===== config.mk =====
export PLATFORM = sky130hd
export DESIGN_NAME = vga_timing_gen
export DESIGN_NICKNAME = d
export VERILOG_FILES = /design/src/rtl/vga_timing_gen.sv
export SDC_FILE = /design/constraint.sdc
export NUM_CORES = 1
export LEC_CHECK = 0
export BUFFER_PORTS_ARGS = -buffer_cell sky130_fd_sc_hd__buf_2
export CAP_MARGIN = 20
export CORE_MARGIN = 8
export CORE_UTILIZATION = 35
export CTS_CLUSTER_DIAMETER = 150
export DETAILED_ROUTE_END_ITERATION = 10
export GPL_TIMING_DRIVEN = 1
export SLEW_MARGIN = 20
export SYNTH_ARGS = -nofsm -noshare
export SYNTH_HDL_FRONTEND = slang
export SYNTH_SLANG_ARGS = --single-unit

===== constraint.sdc =====
create_clock -name clk -period 2 [get_ports clk]
set_input_delay 0.4 -clock clk [delete_from_list [all_inputs] [get_ports clk]]
set_output_delay 0.4 -clock clk [all_outputs]
set_load 0.03 [all_outputs]

===== src/rtl/vga_timing_gen.sv =====
// Parametrised VGA raster timing generator advancing on a pixel-enable strobe.
// Sync/active/sof/eol pass through an optional pixel-tick delay line; xPos/yPos do not.
module vga_timing_gen #(
    parameter int   H_ACTIVE = 640,
    parameter int   H_FP     = 16,
    parameter int   H_SYNC   = 96,
    parameter int   H_BP     = 48,
    parameter int   V_ACTIVE = 480,
    parameter int   V_FP     = 10,
    parameter int   V_SYNC   = 2,
    parameter int   V_BP     = 33,
    parameter logic H_POL    = 1'b0,
    parameter logic V_POL    = 1'b0,
    parameter int   DELAY    = 0,
    parameter int   X_W      = 10,
    parameter int   Y_W      = 9,
    parameter int   FRAME_W  = 8
) (
    input  logic               clk,
    input  logic               rst,
    input  logic               pix_en,
    output logic [X_W-1:0]     xPos,
    output logic [Y_W-1:0]     yPos,
    output logic               Hsync,
    output logic               Vsync,
    output logic               active,
    output logic               sof,
    output logic               eol,
    output logic [FRAME_W-1:0] frame_cnt
);

    localparam int H_TOTAL = H_ACTIVE + H_FP + H_SYNC + H_BP;
    localparam int V_TOTAL = V_ACTIVE + V_FP + V_SYNC + V_BP;
    localparam int HC_W    = $clog2(H_TOTAL);
    localparam int VC_W    = $clog2(V_TOTAL);

    localparam logic [31:0] H_ACT_U  = H_ACTIVE;
    localparam logic [31:0] H_EOL_U  = H_ACTIVE - 1;
    localparam logic [31:0] H_HS0_U  = H_ACTIVE + H_FP;
    localparam logic [31:0] H_HS1_U  = H_ACTIVE + H_FP + H_SYNC;
    localparam logic [31:0] H_LAST_U = H_TOTAL - 1;
    localparam logic [31:0] V_ACT_U  = V_ACTIVE;
    localparam logic [31:0] V_VS0_U  = V_ACTIVE + V_FP;
    localparam logic [31:0] V_VS1_U  = V_ACTIVE + V_FP + V_SYNC;
    localparam logic [31:0] V_LAST_U = V_TOTAL - 1;

    // Delay-line word layout: {hsync, vsync, active, sof, eol}
    localparam logic [4:0] DEASSERT = {~H_POL, ~V_POL, 3'b000};

    logic [HC_W-1:0]    r_h_cnt;
    logic [VC_W-1:0]    r_v_cnt;
    logic [FRAME_W-1:0] r_frame;
    logic [X_W-1:0]     r_x;
    logic [Y_W-1:0]     r_y;
    logic [FRAME_W-1:0] r_frame_out;
    logic [DELAY:0][4:0] r_pipe;

    logic [31:0] w_h;
    logic [31:0] w_v;
    logic        w_h_last;
    logic        w_v_last;
    logic        w_hs;
    logic        w_vs;
    logic        w_act;
    logic        w_sof;
    logic        w_eol;
    logic [4:0]  w_dec;

    assign w_h      = 32'(r_h_cnt);
    assign w_v      = 32'(r_v_cnt);
    assign w_h_last = (w_h == H_LAST_U);
    assign w_v_last = (w_v == V_LAST_U);
    assign w_hs     = (w_h >= H_HS0_U) && (w_h < H_HS1_U);
    assign w_vs     = (w_v >= V_VS0_U) && (w_v < V_VS1_U);
    assign w_act    = (w_h < H_ACT_U) && (w_v < V_ACT_U);
    assign w_sof    = (w_h == 32'd0) && (w_v == 32'd0);
    assign w_eol    = (w_h == H_EOL_U) && (w_v < V_ACT_U);
    assign w_dec    = {(w_hs ? H_POL : ~H_POL), (w_vs ? V_POL : ~V_POL), w_act, w_sof, w_eol};

    always_ff @(posedge clk or negedge rst) begin
        if (!rst) begin
            r_h_cnt <= '0;
            r_v_cnt <= '0;
            r_frame <= '0;
        end else if (pix_en) begin
            r_h_cnt <= w_h_last ? '0 : r_h_cnt + HC_W'(1);
            if (w_h_last) begin
                r_v_cnt <= w_v_last ? '0 : r_v_cnt + VC_W'(1);
                if (w_v_last) begin
                    r_frame <= r_frame + FRAME_W'(1);
                end
            end
        end
    end

    // Position and frame count are registered from the pre-increment state,
    // so they line up with the undelayed decode stage.
    always_ff @(posedge clk or negedge rst) begin
        if (!rst) begin
            r_x         <= '0;
            r_y         <= '0;
            r_frame_out <= '0;
        end else if (pix_en) begin
            r_x         <= w_act ? X_W'(r_h_cnt) : '0;
            r_y         <= w_act ? Y_W'(r_v_cnt) : '0;
            r_frame_out <= r_frame;
        end
    end

    always_ff @(posedge clk or negedge rst) begin
        if (!rst) begin
            r_pipe <= {(DELAY + 1){DEASSERT}};
        end else if (pix_en) begin
            r_pipe[0] <= w_dec;
            for (int i = DELAY; i > 0; i--) begin
                r_pipe[i] <= r_pipe[i-1];
            end
        end
    end

    assign xPos      = r_x;
    assign yPos      = r_y;
    assign frame_cnt = r_frame_out;
    assign {Hsync, Vsync, active, sof, eol} = r_pipe[DELAY];

endmodule


== After elaboration in Yosys (flattened, before gate mapping) ==
Cells that the tools add are included.

* Register bits after elaboration: 60
* Input bits: 3
* Output and inout port bits: 32
* Logic and storage cells: 34

* $add $sub $neg: 3
* Order comparisons: 6
* Equality and inequality tests: 3
* Multiplexer cells: 6
* Reduce and logical (&&, ||, !) cells: 9

{| class="wikitable"
|+ Operators by type and width
! operator !! count
|-
| 32-bit logical NOT || 2
|-
| 10-bit equality test (second input constant) || 3
|-
| 10-bit two-way mux || 3
|-
| 10-bit by 1-bit adder with 10-bit output (second input constant) || 2
|-
| 10-bit < comparator (second input constant) || 2
|-
| 10-bit by 9-bit < comparator with 1-bit output (second input constant) || 2
|-
| 10-bit greater-or-equal comparator (second input constant) || 1
|-
| 10-bit by 9-bit greater-or-equal comparator with 1-bit output (second input constant) || 1
|-
| 9-bit two-way mux || 1
|-
| 8-bit by 1-bit adder with 8-bit output (second input constant) || 1
|-
| 1-bit logical AND || 5
|-
| 3-bit AND reduction || 1
|-
| 1-bit two-way mux || 2
|-
| 2-bit AND reduction || 1
|}

== Logic depth before layout (Yosys ltp) ==
* Word-level depth: 3
* Mapped depth: 6
* Mapped depth without buffers: 6

== Least setup slack after synthesis ==
No wires, ideal clock.

* Kind: register -> register
* Start: register r_v_cnt[0]
* End: register r_frame[1]
* Library setup time: 125 ps
* Arrival: 1516 ps
* Required time: 1875 ps
* Path slack: 359 ps
* Cell stages (with the launch flop): 7
* Path buffers: 0
* Clock period less this slack: 1641 ps
* Path through: dfrtp_1 inv_1 ha_1 nor2b_1 nand3_4 nor2_4 mux2_2

* Word-level cells in the longest chain between the ends: 2

{| class="wikitable"
|+ Ends and longest elaborated chain
! item !! line !! RTL
|-
| start: declaration || 51 || <nowiki>logic [VC_W-1:0] r_v_cnt;</nowiki>
|-
| start signal: assignment || 88 || <nowiki>r_v_cnt <= w_v_last ? '0 : r_v_cnt + VC_W'(1);</nowiki>
|-
| 10-bit equality test || 72 || <nowiki>assign w_v_last = (w_v == V_LAST_U);</nowiki>
|-
| 3-bit AND reduction (no source line) || - ||
|-
| end signal: assignment || 90 || <nowiki>r_frame <= r_frame + FRAME_W'(1);</nowiki>
|-
| end: declaration || 52 || <nowiki>logic [FRAME_W-1:0] r_frame;</nowiki>
|}

No other way between the ends.
A chain may end at the register's enable or synchronous reset.

== Final worst setup path ==
Ends and elaborated chain as after synthesis.

==> flow_metrics.tcl <==
set metrics [dict create \
    ys_warn_count 0 \
    final_cells 378 \
    clk_pin_slew_ns 0.07 \
    rsz0062_at_grt "false" \
    synth_cell_types 40 \
    drv_cap 0 \
    finClkSkew_ns 0.00559 \
    first_iter_violations 85 \
    synth_nets 240 \
    cts_hold_buffers 0 \
    critPathMaxFanout 10 \
    cts_setup_buffers 0 \
    max_freq_mhz 557 \
    wl_mm 6.01 \
    cts_root_buffer "clkbuf_8" \
    cts_buffers 9 \
    top_usage_layer "met2" \
    synthArstFlopShare 1.00 \
    crit_chain "inv_1 -> ha_1 -> nor2b_1 -> nand3_4 -> nor2_4 -> mux2_2" \
    reg2reg_slack_ns 0.21 \
    multi_input_comb_area_um2 1150 \
    grt_pass1_vias 1963 \
    yosys.area_share.simple 0.182 \
    synth_compound_area_frac 0.0988 \
    num-fill-cells 757 \
    finalSetupViolations 0 \
    synth_edf_count 0 \
    r2r_cells 6 \
    core_um2 7650 \
    drt_first_pass_iters 4 \
    gp_congestion 0.843 \
    grtUsageMet3 0.0316 \
    syn_area_um2 2740 \
    rr_endpoint "r_frame[1]$_DFFE_PN0P_" \
    final_common_cell "dfrtp_1" \
    layout_common_cells "dfrtp_1 (58), buf_2 (34), a22o_1 (19)" \
    synth_cells 231 \
    hold_viol_final 0 \
    ys_seq_elements 60 \
    crit_slowest_cell "dfrtp_1" \
    cts_tree "yes" \
    die_h_um 104 \
    initial_core_util 0.358 \
    row_count 32 \
    diodes 0 \
    clock-sinks 60 \
    antenna_found_initial 0 \
    dp.cells 364 \
    synth_flop_cell "dfrtp_1" \
    ir_drop_mv 0.352 \
    crit_buf_inv 1 \
    slew-limit-headroom 0.783 \
    setup_tns_ns 0 \
    hp-class "input pin to asynchronous set/reset pin" \
    slowest_delay_ns 0.42 \
    htreeDepth 3 \
    synthAdderAreaFrac 0.0274 \
    clk_path_buf_depth 2 \
    num_vias 1882 \
    die_area_um2 10900 \
    wl_per_cell_um 15.9 \
    total_power_mw 2.93 \
    crit_arrival_ns 2.01 \
    rr_startpoint "r_v_cnt[0]$_DFFE_PN0P_" \
    crit_family "simple AND/OR/NAND/NOR gates" \
    io_buffers 34 \
    layout.area.seq_um2 1500 \
    synth_top_family_by_area "simple AND/OR/NAND/NOR gates" \
    p_leak_nw 1.57 \
    ys_seq_area_frac 0.550 \
    synth_mux_area_frac 0.0448 \
    drc 0 \
    syn_avg_cell_area_um2 11.8 \
    grt_pass1_wl_mm 10.1 \
    use_met1 0.153 \
    use_met2 0.166 \
    synth-xor-area-share 0.0672 \
    slew_viol_final 0 \
    ios 35 \
    cts-resized-gates 0 \
    dp_hpwl_mm 4.19 \
    status "completed" \
    viasPerCell 4.98 \
    powerDensity_nw_per_um2 901 \
    crit_path_start_kind "flop" \
    drive_above_1_share 0.286 \
    fin_crit_ns 1.79 \
    required_ns 2.22 \
    worst_pin_slew_ns 0.322 \
    cp-end-kind "flop" \
    grt_max_degree 61 \
    critical_path_class "flop to flop" \
    overflow 0 \
    clock_latency_ns 0.33 \
    track_usage 0.116 \
    post_dp_cell_area_um2 3070 \
    final_area_um2 3260 \
    final_nets 282 \
    ant_nets 0 \
    die_w_um 104 \
    synthToLayoutAreaGrowth_pct 19.1 \
    min_period_over_period 0.897 \
]
## registers in the layout, summed over array words and instances, names as in the netlist
name,flops
r_v_cnt,10
yPos,9
frame_cnt,8
r_frame,8
r_h_cnt,10
xPos,10
r_pipe,5
## cells by family after synthesis
logic type,Yosys count
fa+ha+maj,6
compound gates,36
flops,60
simple gates,78
xor+xnor,21
buf+inv,19
mux,11
## layer usage
layer	vias to the layer above	routed length, um
li1	916	-
met1	907	2980
met2	48	2600
met3	11	292
met4	0	142
met5	-	0
## worst register-to-register path, cell delays in order, from the launching register on
cell and delay [ns]:
dfrtp_1 0.42, inv_1 0.13, ha_1 0.16, nor2b_1 0.25, nand3_4 0.20, nor2_4 0.18
mux2_2 0.34
## layout make-up
class / count / area share
clock buffer: 12 / 0.0476
clock inverter: 2 / 0.0108
inverter: 8 / 0.00922
multi-input combinational: 152 / 0.353
sequential: 60 / 0.462
tap: 102 / 0.0392
timing repair buffer: 42 / 0.0784
## power breakdown
part	switching, mW	internal, mW	total [mW]
clock network	0.447	0.628	1.07
registers	0.124	1.31	1.43
logic	0.270	0.156	0.426
total	0.841	2.09	2.93
## Yosys cell counts, types with 5 or more instances
library cell | count | area share
dfrtp_1 | 58 | 0.53
inv_1 | 8 | 0.011
a22o_1 | 19 | 0.061
nand4_1 | 9 | 0.021
xor2_1 | 12 | 0.038
buf_2 | 8 | 0.015
nand2_1 | 12 | 0.016
xnor2_1 | 9 | 0.029
ha_1 | 6 | 0.027
mux2_2 | 10 | 0.041
o21ai_0 | 8 | 0.015
and3_1 | 5 | 0.011
nor3_1 | 7 | 0.013
nor2_1 | 14 | 0.019
nand3_1 | 9 | 0.016
## through the flow
stage / setup slack (ns) / utilization / hold WS (ns)
after floorplan: 0.359 / - / 0.104
after global placement: 0.280 / 0.401 / 0.432
after detailed placement: 0.236 / 0.401 / 0.434
after CTS: 0.218 / 0.426 / 0.0677
after global routing: 0.107 / 0.426 / 0.0976
final: 0.206 / 0.426 / 0.0638
## worst max path at each step
stage / from / endpoint / slack (ns) / depth (start not counted)
finish: r_v_cnt[0]$_DFFE_PN0P_ / r_frame[1]$_DFFE_PN0P_ / 0.21 / 6
global route: r_v_cnt[0]$_DFFE_PN0P_ / r_frame[1]$_DFFE_PN0P_ / 0.11 / 6
detailed placement: r_v_cnt[0]$_DFFE_PN0P_ / r_frame[1]$_DFFE_PN0P_ / 0.24 / 6
CTS: r_v_cnt[0]$_DFFE_PN0P_ / r_frame[1]$_DFFE_PN0P_ / 0.22 / 6
floorplan: r_v_cnt[0]$_DFFE_PN0P_ / r_frame[1]$_DFFE_PN0P_ / 0.36 / 6
global placement: r_v_cnt[0]$_DFFE_PN0P_ / r_frame[1]$_DFFE_PN0P_ / 0.28 / 6
Note: power is estimated with default switching activity, not from simulation.
